`config.mk`:
```
export PLATFORM = sky130hd
export DESIGN_NAME = sram_mem_bridge
export DESIGN_NICKNAME = d
export VERILOG_FILES = /design/src/rtl/sram_mem_bridge.sv
export SDC_FILE = /design/constraint.sdc
export NUM_CORES = 1
export LEC_CHECK = 0
export CAP_MARGIN = 5
export CORE_ASPECT_RATIO = 0.5
export CORE_MARGIN = 10
export CORE_UTILIZATION = 39
export CTS_BUF_LIST = sky130_fd_sc_hd__clkbuf_4
export DETAILED_ROUTE_END_ITERATION = 6
export GPL_TIMING_DRIVEN = 0
export PLACE_DENSITY = 0.79
export SKIP_CTS_REPAIR_TIMING = 1
export SLEW_MARGIN = 20
export SYNTH_ARGS = -nofsm -noshare
export SYNTH_HDL_FRONTEND = slang
export SYNTH_SLANG_ARGS = --single-unit
```
`constraint.sdc`:
```
create_clock -name clk -period 1.65 [get_ports clk]
set_clock_uncertainty 0.1 [all_clocks]
set_input_delay 0.33 -clock clk [delete_from_list [all_inputs] [get_ports clk]]
set_output_delay 0.33 -clock clk [all_outputs]
set_load 0.02 [all_outputs]
```
`src/rtl/sram_mem_bridge.sv`:
```
// Bridges the core memory port to the SPI SRAM master: one access per request,
// little-endian lane reordering, active-low request sequencing with idle gap.
// Optional watchdog: define SRAM_BRIDGE_TIMEOUT_EN.
module sram_mem_bridge #(
   parameter int GAP_CYCLES     = 2,
   parameter int TIMEOUT_CYCLES = 200
) (
   input  logic        clk,
   input  logic        reset,
   input  logic        i_mem_valid,
   input  logic        i_mem_we,
   input  logic [1:0]  i_mem_size,
   input  logic [23:0] i_mem_addr,
   input  logic [31:0] i_mem_wdata,
   output logic [31:0] o_mem_rdata,
   output logic        o_mem_ready,
   output logic        o_mem_err,
   output logic        o_spi_req,
   output logic [23:0] o_spi_addr,
   output logic [31:0] o_spi_wdata,
   output logic [1:0]  o_spi_byte_mask,
   output logic        o_spi_write,
   input  logic [31:0] i_spi_rdata,
   input  logic        i_spi_busy,
   input  logic        i_spi_valid
);

   localparam logic [2:0] S_IDLE  = 3'd0;
   localparam logic [2:0] S_START = 3'd1;
   localparam logic [2:0] S_RUN   = 3'd2;
   localparam logic [2:0] S_DONE  = 3'd3;
   localparam logic [2:0] S_GAP   = 3'd4;

   // DONE already counts as the first high cycle of the gap.
   localparam logic [7:0] GAP_LAST = 8'(GAP_CYCLES - 1);

   function automatic logic [1:0] f_mask(input logic [1:0] size);
      case (size)
         2'b00:   f_mask = 2'b00;
         2'b01:   f_mask = 2'b01;
         default: f_mask = 2'b10;
      endcase
   endfunction

   function automatic logic [31:0] f_store_lanes(input logic [1:0] size, input logic [31:0] w);
      case (size)
         2'b00:   f_store_lanes = {w[7:0], 24'h000000};
         2'b01:   f_store_lanes = {w[7:0], w[15:8], 16'h0000};
         default: f_store_lanes = {w[7:0], w[15:8], w[23:16], w[31:24]};
      endcase
   endfunction

   // The master leaves unused low bytes stale, so they are always masked here.
   function automatic logic [31:0] f_load_lanes(input logic [1:0] mask, input logic [31:0] r);
      case (mask)
         2'b00:   f_load_lanes = {24'h000000, r[31:24]};
         2'b01:   f_load_lanes = {16'h0000, r[23:16], r[31:24]};
         default: f_load_lanes = {r[7:0], r[15:8], r[23:16], r[31:24]};
      endcase
   endfunction

   logic [2:0] r_state;
   logic [2:0] w_next;
   logic [7:0] r_gap_cnt;
   logic       w_timeout;
   logic       w_valid_done;

   assign w_valid_done = (r_state == S_RUN) && i_spi_valid;

`ifdef SRAM_BRIDGE_TIMEOUT_EN
   logic [15:0] r_to_cnt;

   // Watchdog counter, zero on every START entry.
   always_ff @(posedge clk) begin
      if (!reset) begin
         r_to_cnt <= 16'd0;
      end else if (r_state == S_START || r_state == S_RUN) begin
         r_to_cnt <= r_to_cnt + 16'd1;
      end else begin
         r_to_cnt <= 16'd0;
      end
   end

   assign w_timeout = (r_state == S_START || r_state == S_RUN) &&
                      (r_to_cnt == 16'(TIMEOUT_CYCLES));
`else
   logic w_unused_timeout;
   assign w_unused_timeout = (TIMEOUT_CYCLES != 0);
   assign w_timeout        = 1'b0;
`endif

   // Next-state logic; stale spi_valid from the previous access is ignored in START.
   always_comb begin
      w_next = r_state;
      case (r_state)
         S_IDLE:  if (i_mem_valid) w_next = S_START; else w_next = S_IDLE;
         S_START: begin
            if (w_timeout)       w_next = S_DONE;
            else if (i_spi_busy) w_next = S_RUN;
            else                 w_next = S_START;
         end
         S_RUN:   if (i_spi_valid || w_timeout) w_next = S_DONE; else w_next = S_RUN;
         S_DONE:  w_next = S_GAP;
         S_GAP:   if (r_gap_cnt >= GAP_LAST) w_next = S_IDLE; else w_next = S_GAP;
         default: w_next = S_IDLE;
      endcase
   end

   // State, registered outputs and request/response capture.
   always_ff @(posedge clk) begin
      if (!reset) begin
         r_state         <= S_IDLE;
         r_gap_cnt       <= 8'd0;
         o_spi_req       <= 1'b1;
         o_mem_ready     <= 1'b0;
         o_mem_err       <= 1'b0;
         o_mem_rdata     <= 32'h00000000;
         o_spi_addr      <= 24'h000000;
         o_spi_wdata     <= 32'h00000000;
         o_spi_byte_mask <= 2'b00;
         o_spi_write     <= 1'b0;
      end else begin
         r_state     <= w_next;
         o_spi_req   <= !(w_next == S_START || w_next == S_RUN);
         o_mem_ready <= (w_next == S_DONE);
         o_mem_err   <= (w_next == S_DONE) && !w_valid_done;
         if (r_state == S_IDLE && i_mem_valid) begin
            o_spi_addr      <= i_mem_addr;
            o_spi_wdata     <= f_store_lanes(i_mem_size, i_mem_wdata);
            o_spi_byte_mask <= f_mask(i_mem_size);
            o_spi_write     <= i_mem_we;
         end
         if (w_valid_done && !o_spi_write) begin
            o_mem_rdata <= f_load_lanes(o_spi_byte_mask, i_spi_rdata);
         end
         if (r_state == S_DONE) begin
            r_gap_cnt <= 8'd1;
         end else if (r_state == S_GAP) begin
            r_gap_cnt <= r_gap_cnt + 8'd1;
         end else begin
            r_gap_cnt <= r_gap_cnt;
         end
      end
   end

endmodule

```
Yosys cells after proc, flatten, opt, wreduce, memory -nomap -nowiden
Cells that the tools add are included.
- reductions and logical operators: 13
- bitwise operators: 1
- equal/unequal tests: 9
- $add $sub $neg: 1
- $lt $le $gt $ge: 1
- muxes and demuxes: 10
- operators by type and width (operator ; count):
    $pmux W32 S2 ; 1
    $pmux W24 S2 ; 1
    $pmux W3 S5 ; 1
    $eq A3 B2 Y1 const B ; 4
    $add A8 B1 Y8 const B ; 1
    $ge A8 B1 Y1 const B ; 1
    $eq A3 B1 Y1 const B ; 2
    $eq A2 B1 Y1 const B ; 2
    $logic_and A1 B1 Y1 ; 4
    $logic_not A2 Y1 ; 2
    $mux W1 ; 4
    $pmux W2 S2 ; 1
    $eq A3 B3 Y1 const B ; 1
    $logic_not A1 Y1 ; 3
    $logic_not A3 Y1 ; 1
    $mux W3 ; 1
    $mux W2 ; 1
    $reduce_bool A2 Y1 ; 1
    $reduce_or A2 Y1 ; 1
    $logic_or A1 B1 Y1 ; 1
    $not A1 Y1 ; 1
- register bits: 105
- input bits: 96
- word-level logic and storage cells: 46

Depth between registers and ports, before layout
- depth after elaboration: 6
- depth in mapped cells: 7
- gate-level depth less buffers: 5

Worst setup path before layout
Ideal clock, no wire load.
- kind: reg2reg
- from: register r_state[2]
- to: register o_spi_wdata[15]
- data arrival time: 1.503 ns
- setup slack: -0.075 ns
- cell stages (with the launch flop): 8
- period minus slack after synthesis: 1.725 ns
- required time: 1.428 ns
- cells stage by stage: dfxtp_1 buf_4 or4b_1 clkbuf_1 buf_2 buf_2 nand2_1 a21boi_0
- longest elaborated chain between the ends: 2
- RTL lines (what ; RTL line ; source):
    start: declaration ; 62 ; logic [2:0] r_state;
    start signal: assignment ; 123 ; r_state <= w_next;
    $logic_not A3 Y1 ; 127 ; if (r_state == S_IDLE && i_mem_valid) begin
    $logic_and A1 B1 Y1 ; 127 ;
    end signal: assignment ; 129 ; o_spi_wdata <= f_store_lanes(i_mem_size, i_mem_wdata);
    end: declaration ; 20 ; output logic [31:0] o_spi_wdata,
No other way between the ends.
A chain may end at the register's enable or synchronous reset.

Final worst setup path
- from: register r_state[2]
- to: register r_gap_cnt[6]
- longest elaborated chain between the ends: 2
- elaborated cells on any way between the ends: 3
- those cells by class: 2 x eq/ne; 1 x reduce/logical
- RTL lines (what ; RTL line ; source):
    $eq A3 B2 Y1 ; 136 ; if (r_state == S_DONE) begin
    $reduce_or A2 Y1 (no source line) ; -- ;
    end signal: assignment ; 139 ; r_gap_cnt <= r_gap_cnt + 8'd1;
    end signal: assignment ; 141 ; r_gap_cnt <= r_gap_cnt;
    end: declaration ; 64 ; logic [7:0] r_gap_cnt;
Parallel ways exist; a longest one is shown, timed or not.

==> impl_metrics.env <==
export IMPL_worstPathCellList="buf_6 > or3b_4 > or4_4 > a21oi_2"
export IMPL_num_rows=26
export IMPL_cts_root_buf="clkbuf_4"
export IMPL_fmax_mhz=576
export IMPL_p_per_area_nw_per_um2=781
export IMPL_synth_simple_gate_area_share_pct=21.6
export IMPL_synth_top_area_share_pct=49.6
export IMPL_p_leak_nw=4.02
export IMPL_cp_depth=4
export IMPL_synth_compound_area_share_pct=21.9
export IMPL_status="finished, violations left"
export IMPL_crit_fanout=10
export IMPL_holdPathStages=3
export IMPL_p_sw_share_pct=26.8
export IMPL_drc=0
export IMPL_grt_use_total_pct=17.6
export IMPL_p_clk_share_pct=29.7
export IMPL_synth_edf_count=0
export IMPL_yosysWarningCount=0
export IMPL_synth_top_family_by_area="compound AO/OA/AOI/OAI gates"
export IMPL_die_x_um=167
export IMPL_cp_start_kind="register"
export IMPL_hpwl_um=11200
export IMPL_path_class="register to register"
export IMPL_vias_per_cell=5.14
export IMPL_end_kind="register"
export IMPL_rsz0062_at_grt="true"
export IMPL_yosys_top_cells_area="dfxtp_1, a21boi_0, nand2_1, nand3_1, o21ai_0"
export IMPL_critPathTopFamily="simple AND/OR/NAND/NOR gates"
export IMPL_clock_sinks=105
export IMPL_seqPwrFrac_pct=49.4
export IMPL_syn_nets=587
export IMPL_grt_pass1_vias=4001
export IMPL_wl_per_cell_um=18.8
export IMPL_period_minus_slack_ps=1730
export IMPL_synth_xor_area_share_pct=0.207
export IMPL_relSlewSlack_pct=62.0
export IMPL_nNetsFinal=793
export IMPL_grt_max_degree=17
export IMPL_combPwrFrac_pct=20.9
export IMPL_antenna_found_initial=0
export IMPL_tightest_slew_ps=570
export IMPL_coreArea_sq_um=10400
export IMPL_worst_path_buf_inv=1
export IMPL_cts_tree="done"
export IMPL_cpMaxStageDelayCell="or4_4"
export IMPL_clk_pin_slew_worst_paths_ps=160
export IMPL_avgSynthCellArea_sq_um=8.68
export IMPL_num_antenna_cells=0
export IMPL_area_growth_synth_to_final_pct=65.2
export IMPL_ys_types=36
export IMPL_synth_top_area_cell="dfxtp_1"
export IMPL_finalSetupTns_ps=-816
export IMPL_ant_nets=0
export IMPL_io_pins=190
export IMPL_crit_required_ps=1960
export IMPL_grt_pass1_wl_um=22600
export IMPL_yosysSeqAreaShare_pct=49.6
export IMPL_syn_inst=488
export IMPL_p_switching_mw=1.47
export IMPL_synth_fa_ha_area_share_pct=0.887
export IMPL_cts_buffer_depth=2
export IMPL_yosysMostFrequentCell="dfxtp_1"
export IMPL_min_from="i_mem_size[1]"
export IMPL_initial_utilization_pct=40.7
export IMPL_async_flop_share_pct=0
export IMPL_io_buffers=188
export IMPL_fillers=826
export IMPL_hold_viol=0
export IMPL_total_power_mw=5.47
export IMPL_reg2reg_from="r_state[2]"
export IMPL_drtPass1Iterations=4
export IMPL_final_cell_area_sq_um=7000
export IMPL_arrival_ps=2040
export IMPL_drtIter0Drc=296
export IMPL_setup_viol=26
export IMPL_ys_seq_elements=105
export IMPL_ff2ff_path_depth=4
export IMPL_power_internal_mw=4.00
export IMPL_maxCapViolations=0
export IMPL_gr_total_overflow=0
export IMPL_crit_start="r_state[2]"
export IMPL_clock_latency_ps=460
export IMPL_dr_total_vias=4309
export IMPL_irDropWorstVdd_mv=0.412
export IMPL_finalWorstSetupSlack_ps=-84.8
export IMPL_drive_gt1_share_pct=11.7
export IMPL_synth_area_sq_um=4230
export IMPL_cts_htree_levels=3
export IMPL_violations="negative setup slack"
export IMPL_die_area_sq_um=15700
export IMPL_cts_buffers=9
export IMPL_gp_congestion=0.797
export IMPL_slew_violations=0
export IMPL_critPathMaxStageDelay_ps=500
export IMPL_synth_top_flop_cell="dfxtp_1"
export IMPL_wl_um=15800
export IMPL_ys_top_cells_by_count="dfxtp_1, nand2_1, a21boi_0"
export IMPL_period_share_pct=105
export IMPL_die_h_um=93.7
export IMPL_place_area_sq_um=6310
export IMPL_synth_area_mux_share_pct=0.975
export IMPL_hold_path_class="input port to register"
==> cell type report <==
type / count / area, sq um / share of cell area [%]
buffer: 43 / 273 / 3.90
clock buffer: 10 / 75.1 / 1.07
clock inverter: 5 / 105 / 1.50
inverter: 3 / 11.3 / 0.161
multi-input combinational: 334 / 2000 / 28.5
sequential: 105 / 2110 / 30.2
tap: 140 / 175 / 2.50
timing repair buffer: 198 / 2250 / 32.1
==> metal layers <==
layer / wire length, um / up-vias / global-route usage [%]
met3: 813 / 17 / 4.89
met4: 280 / 0 / 4.54
met5: 0 / - / 0
met2: 8340 / 123 / 31.6
met1: 6350 / 2058 / 20.6
li1: - / 2111 / -
==> flip-flops by register name (all words and copies together), names as in the netlist <==
name             flops
r_state              3
o_mem_rdata         32
o_mem_ready          1
o_spi_wdata         32
o_spi_byte_mask      2
o_spi_req            1
o_mem_err            1
o_spi_write          1
o_spi_addr          24
r_gap_cnt            8
==> cells in the final DEF (no fill, tap or decap), types with 14 or more instances in the layout <==
cell type,synthesis,final
a21boi_0,90,66
a21boi_1,2,24
clkbuf_2,0,14
clkdlybuf4s50_1,0,94
dfxtp_1,105,101
dlymetal6s2s_1,0,94
nand2_1,95,88
nand3_1,35,35
nand4_1,26,26
o21ai_0,34,32
==> cell families after synthesis <==
| group | Yosys count |
|---|---|
| xor+xnor | 1 |
| buf+inv | 49 |
| compound gates | 137 |
| mux | 4 |
| other cells | 1 |
| fa+ha+maj | 3 |
| flops | 105 |
| simple gates | 188 |
==> power by group through the flow <==
stage                     combinational, mW  clock, mW  sequential [mW]
after CTS                              1.03       1.66             2.70
after global placement                 1.01          0             2.75
after detailed placement               1.02          0             2.75
after floorplan                       0.338          0             2.87
final                                  1.14       1.62             2.70
after global routing                   1.22       1.75             2.71
==> tightest hold or removal path: stages <==
cell	delay, ps
clkbuf_1	200
nand3_1	120
a21boi_1	60
==> final timing paths <==
| kind | to | slack, ps |
|---|---|---|
| worst max-delay path | r_gap_cnt[6] | -80 |
| worst min register to register | o_spi_wdata[14] | 350 |
| worst min-delay path | o_spi_wdata[3] | 180 |
| worst max register to register | r_gap_cnt[6] | -80 |
==> per-stage QoR <==
stage	setup WS [ps]	hold slack (ps)	utilization [%]	std cells
finish	-84.8	178	67.2	838
global route	-126	195	67.2	838
CTS	-437	145	62.4	831
detailed placement	-806	344	60.7	816
global placement	-776	339	60.7	816
floorplan	11.3	357	-	488
No activity file was read; power rests on OpenSTA's default activity.
